[src/rtl/load_store_unit.sv]
// Requester side of the data-memory port: takes load/store requests over valid/ready,
// drives doubleword-indexed strobes to a MEM_DEPTH x 64-bit memory and returns one response each.
module load_store_unit #(
  parameter int unsigned MEM_DEPTH    = 64,
  parameter int unsigned READ_LATENCY = 2,
  parameter int unsigned WRITE_CYCLES = 1
) (
  input  logic        clk_i,
  input  logic        rst_i,
  input  logic        req_valid_i,
  output logic        req_ready_o,
  input  logic        req_write_i,
  input  logic [63:0] req_addr_i,
  input  logic [63:0] req_wdata_i,
  output logic        resp_valid_o,
  output logic [63:0] resp_data_o,
  output logic        resp_error_o,
  output logic [63:0] address_o,
  output logic [63:0] write_data_o,
  output logic        mem_read_o,
  output logic        mem_write_o,
  input  logic [63:0] read_data_i,
  output logic        busy_o
);

  localparam int unsigned MAX_CYC = (READ_LATENCY > WRITE_CYCLES) ? READ_LATENCY : WRITE_CYCLES;
  localparam int unsigned CNT_W   = $clog2(MAX_CYC + 1);
  localparam logic [CNT_W-1:0] CNT_ONE = CNT_W'(1);
  localparam logic [CNT_W-1:0] RD_LAST = CNT_W'(READ_LATENCY);
  localparam logic [CNT_W-1:0] WR_LAST = CNT_W'(WRITE_CYCLES);
  localparam logic [60:0]      DEPTH_IDX = 61'(MEM_DEPTH);

  typedef enum logic [1:0] {
    S_IDLE  = 2'd0,
    S_WRITE = 2'd1,
    S_READ  = 2'd2,
    S_RESP  = 2'd3
  } state_e;

  state_e           state_q, state_d;
  logic [CNT_W-1:0] cnt_q, cnt_d;
  logic             err_q, err_d;
  logic [63:0]      address_q, address_d;
  logic [63:0]      wdata_q, wdata_d;
  logic [63:0]      rdata_q, rdata_d;
  logic             accept_s;
  logic             addr_err_s;

  // Misaligned byte address or doubleword index beyond the attached memory.
  function automatic logic addr_error(input logic [63:0] addr);
    return (addr[2:0] != 3'b000) || (addr[63:3] >= DEPTH_IDX);
  endfunction

  assign accept_s   = req_valid_i && (state_q == S_IDLE);
  assign addr_err_s = addr_error(req_addr_i);

  // State, counter and datapath registers; reset wins over everything.
  always_ff @(posedge clk_i) begin
    if (rst_i) begin
      state_q   <= S_IDLE;
      cnt_q     <= '0;
      err_q     <= 1'b0;
      address_q <= 64'd0;
      wdata_q   <= 64'd0;
      rdata_q   <= 64'd0;
    end else begin
      state_q   <= state_d;
      cnt_q     <= cnt_d;
      err_q     <= err_d;
      address_q <= address_d;
      wdata_q   <= wdata_d;
      rdata_q   <= rdata_d;
    end
  end

  // Next state and strobe-duration counter; counter restarts at 1 on each WRITE/READ entry.
  always_comb begin
    state_d = state_q;
    cnt_d   = cnt_q;
    case (state_q)
      S_IDLE: begin
        if (accept_s) begin
          if (addr_err_s) begin
            state_d = S_RESP;
          end else if (req_write_i) begin
            state_d = S_WRITE;
            cnt_d   = CNT_ONE;
          end else begin
            state_d = S_READ;
            cnt_d   = CNT_ONE;
          end
        end else begin
          state_d = S_IDLE;
        end
      end
      S_WRITE: begin
        if (cnt_q == WR_LAST) begin
          state_d = S_RESP;
        end else begin
          cnt_d = cnt_q + CNT_ONE;
        end
      end
      S_READ: begin
        if (cnt_q == RD_LAST) begin
          state_d = S_RESP;
        end else begin
          cnt_d = cnt_q + CNT_ONE;
        end
      end
      S_RESP: begin
        state_d = S_IDLE;
      end
      default: begin
        state_d = S_IDLE;
      end
    endcase
  end

  // Request capture and read-data sampling; address/data hold unless a good request lands.
  always_comb begin
    err_d     = err_q;
    address_d = address_q;
    wdata_d   = wdata_q;
    rdata_d   = rdata_q;
    if (accept_s) begin
      err_d   = addr_err_s;
      rdata_d = 64'd0;
      if (!addr_err_s) begin
        address_d = {3'b000, req_addr_i[63:3]};
        if (req_write_i) begin
          wdata_d = req_wdata_i;
        end else begin
          wdata_d = wdata_q;
        end
      end else begin
        address_d = address_q;
      end
    end else if ((state_q == S_READ) && (cnt_q == RD_LAST)) begin
      rdata_d = read_data_i;
    end else begin
      rdata_d = rdata_q;
    end
  end

  // Output decode from the state register.
  always_comb begin
    req_ready_o  = 1'b0;
    mem_read_o   = 1'b0;
    mem_write_o  = 1'b0;
    resp_valid_o = 1'b0;
    resp_error_o = 1'b0;
    busy_o       = 1'b1;
    case (state_q)
      S_IDLE: begin
        req_ready_o = 1'b1;
        busy_o      = 1'b0;
      end
      S_WRITE: mem_write_o = 1'b1;
      S_READ:  mem_read_o  = 1'b1;
      S_RESP: begin
        resp_valid_o = 1'b1;
        resp_error_o = err_q;
      end
      default: busy_o = 1'b1;
    endcase
  end

  assign address_o    = address_q;
  assign write_data_o = wdata_q;
  assign resp_data_o  = rdata_q;

endmodule
[config.mk]
export PLATFORM = sky130hd
export DESIGN_NAME = load_store_unit
export DESIGN_NICKNAME = d
export VERILOG_FILES = /design/src/rtl/load_store_unit.sv
export SDC_FILE = /design/constraint.sdc
export NUM_CORES = 1
export LEC_CHECK = 0
export BUFFER_PORTS_ARGS = -buffer_cell sky130_fd_sc_hd__buf_4
export CAP_MARGIN = 20
export CORE_AREA = 2 2 155 157
export DETAILED_ROUTE_END_ITERATION = 7
export DIE_AREA = 0 0 157 159
export PLACE_DENSITY = 0.63
export SLEW_MARGIN = 20
export SYNTH_ARGS = -nofsm -noshare
export SYNTH_HDL_FRONTEND = slang
export SYNTH_SLANG_ARGS = --single-unit
[constraint.sdc]
create_clock -name clk_i -period 2.2 [get_ports clk_i]
set_input_delay 0.11 -clock clk_i [delete_from_list [all_inputs] [get_ports clk_i]]
set_output_delay 0.11 -clock clk_i [all_outputs]
set_load 0.02 [all_outputs]
==> out/qor.csv <==
stage,metric,value,unit
outcome,status,finished clean,
critical_path,Setup crit end kind,flop,
clock_network,H-tree depth,4,
synth,synthesized area per cell,9.16,sq um
timing,slew margin rel.,49.3,%
synth,post-synthesis cell type count,33,
synth,ys async rst share,0,%
die,io pins,394,
detailed_routing,ANT nets after route,0,
finish,share of layout cells above drive strength 1,34.8,%
synth,Mapped Cells,775,
clock_network,"Hold-fix buffers, CTS",134,
flow_run,Max Cap Viol,0,
power_and_ir_drop,clock share of power,40.3,%
placed_design,DP Cell Count,1440,
clock_network,deepest clock path buffer count,2,
die,Initial Util,30.6,%
clock_network,setup bufs post-CTS,0,
timing,f_max,0.520,GHz
global_routing,largest net degree at the start of global routing,65,
power_and_ir_drop,peak supply drop,476,uV
finish,Ant. Diodes,0,
clock_network,post-cts sizing count,0,
power_and_ir_drop,P_sw,0.00212,W
synth,"EDFF count, synth",0,
timing,final worst slack,0.277,ns
die,die width,157,um
synth,"top cells by area, synth","dfxtp_1 (55%), nand4b_1 (7.9%), nand2_1 (7.0%)",
placed_design,Post-DP HPWL,17900,um
global_routing,GRT Overall Usage,20.2,%
finish,final net count,1476,
hold_path,HP Class,input pin to flop,
detailed_routing,drt pass-1 iters,4,
power_and_ir_drop,static leakage,5.25,nW
clock_network,Sink Count,194,
global_routing,antenna violations before repair,0,
power_and_ir_drop,Pwr Density,644,nW/um^2
detailed_routing,drt wl/cell,16.3,um
critical_path,type of the worst setup path,flop to flop,
critical_path,CP startpoint kind,flop,
global_routing,first-pass GRT wire length,39700,um
timing,Max Slew Vio Count,0,
timing,minimum clock period after layout,1.92,ns
detailed_routing,DR iter-0 viols,334,
die,core area,23200,sq um
synth,"Cell Area, Synth",7100,sq um
placed_design,Final GP Congestion,0.767,
power_and_ir_drop,Sw Share,26.7,%
timing,Worst Skew,0.0126,ns
synth,Yosys warning count,0,
critical_path,Crit path required time,2.51,ns
die,die height,159,um
finish,Post-Layout Cell Count,1606,
detailed_routing,Routed WL,26200,um
synth,register area share after synthesis,54.7,%
finish,layout overhead on the synthesized area,74.1,%
placed_design,Place WS,0.00875,ns
clock_network,CTS root buf,clkbuf_16,
synth,Yosys reg bits,194,
timing,Final Cycle Share,87.4,%
detailed_routing,DR vias,7337,
clock_network,TritonCTS clock tree,built,
synth,post-synth top area cell,dfxtp_1,
detailed_routing,Residual DRC,0,
die,row count,56,
synth,top_reg_cell synth,dfxtp_1,
timing,Finish-stage setup viols,0,
clock_network,Worst-Skew Late Latency,0.43,ns
timing,worst slew pin tran,0.753,ns
power_and_ir_drop,combinational share of power,14.7,%
critical_path,CP arrival,2.24,ns
timing,final setup TNS,0,ns
timing,RSZ-0062 raised after global routing,no,
clock_network,clock-pin slew of the registers on the worst-case setup and hold paths,0.07,ns
power_and_ir_drop,Int Pwr,0.00583,W
global_routing,number of global-route vias before repair,7400,
power_and_ir_drop,sequential share of power,45.0,%
placed_design,input/output buffers,390,
detailed_routing,via/cell ratio,4.57,
die,die area,25000,sq um
global_routing,global route overflow,0,
timing,final hold vios,0,
synth,Yosys top cell area share,54.7,%
critical_path,crit-path max FO,14,
clock_network,CTS Buf Count,17,
==> metal layers <==
metal  up-vias  share of wire [%]  global-route usage [%]
met5         -                  0                       0
met1      3435                 41                    22.8
met4         0                1.3                    4.67
met3        20                6.6                    5.58
met2       266                 51                    37.4
li1       3616                  -                       -
==> state kept, by name (all words and copies together) (netlist names) <==
name	cells
write_data_o	64
state_q	2
address_o	61
resp_data_o	64
cnt_q	2
err_q	1
==> final timing paths <==
kind / endpoint / cells past startpoint / slack, ns / startpoint
worst max-delay path: write_data_o[37] / 9 / 0.28 / state_q[1]
worst min-delay path: err_q / 3 / 0.05 / req_valid_i
worst max register to register: write_data_o[37] / 9 / 0.28 / state_q[1]
worst min register to register: resp_data_o[48] / 2 / 0.46 / resp_data_o[48]
==> per-stage QoR <==
stage               hold WS (ns)  total power [W]  util [%]  instance area (sq um)
floorplan                  0.246          0.00412         -                   7110
global placement           0.344          0.00463      44.8                  10400
detailed placement         0.360          0.00464      44.8                  10400
CTS                       0.0357          0.00807      53.3                  12400
global route              0.0492          0.00831      53.3                  12400
finish                    0.0536          0.00796      53.3                  12400
==> critical path, cell delays in order, from the launching register on <==
cell     delay [ns]
dfxtp_1        0.34
inv_1          0.09
ha_1           0.15
and2_1         0.15
nand4_1        0.13
nor4_4         0.24
buf_12         0.19
and2_2         0.22
buf_4          0.21
o21ai_1        0.09
==> synthesized netlist by cell type, types with 8 or more instances <==
| library cell | n |
|---|---|
| nand2_1 | 133 |
| and2_1 | 60 |
| clkbuf_1 | 48 |
| nor4_1 | 15 |
| nand2b_1 | 65 |
| buf_2 | 8 |
| inv_1 | 8 |
| nand4b_1 | 64 |
| a21oi_1 | 65 |
| o21ai_1 | 60 |
| dfxtp_1 | 194 |
| nor2_1 | 8 |
==> power groups by stage <==
stage          Clock [W]  Sequential [W]  Combinational (W)
2_1_floorplan          0         0.00367           0.000444
3_3_place_gp           0         0.00366           0.000966
3_5_place_dp           0         0.00366           0.000973
4_1_cts          0.00331         0.00358            0.00118
5_1_grt          0.00345         0.00359            0.00127
6_report         0.00320         0.00358            0.00117
==> layout make-up <==
cell class / count / area [sq um]
Clock inverter: 14 / 191
Tap cell: 319 / 399
Sequential cell: 194 / 3880
Clock buffer: 18 / 429
Inverter: 8 / 30.0
Timing Repair Buffer: 543 / 4490
Fill cell: 2098 / 10800
Multi-Input combinational cell: 510 / 2940
==> cells by family (layout without fill, tap and decap cells) <==
family                     after synthesis  after routing  share of synthesized area [%]
other                                    1              3                         0.0528
DFF                                    194            194                           54.7
buffers and inverters                   73            583                           4.16
AOI/OAI and AO/OA                      139            139                           10.3
muxes                                    6              6                          0.846
adders and majority gates                6              6                           1.06
and+or+nand+nor                        356            356                           28.9
==> cell usage in the layout, fill, tap and decap left out, types with 8 or more instances in the layout <==
master | Yosys | routed
a21oi_1 | 65 | 65
and2_1 | 60 | 58
buf_4 | 3 | 403
clkbuf_16 | 0 | 17
dfxtp_1 | 194 | 194
dlygate4sd3_1 | 0 | 134
inv_1 | 8 | 8
nand2_1 | 133 | 132
nand2b_1 | 65 | 64
nand4b_1 | 64 | 64
nor4_1 | 15 | 15
o21ai_1 | 60 | 60
Note: power is estimated with default switching activity, not from simulation.
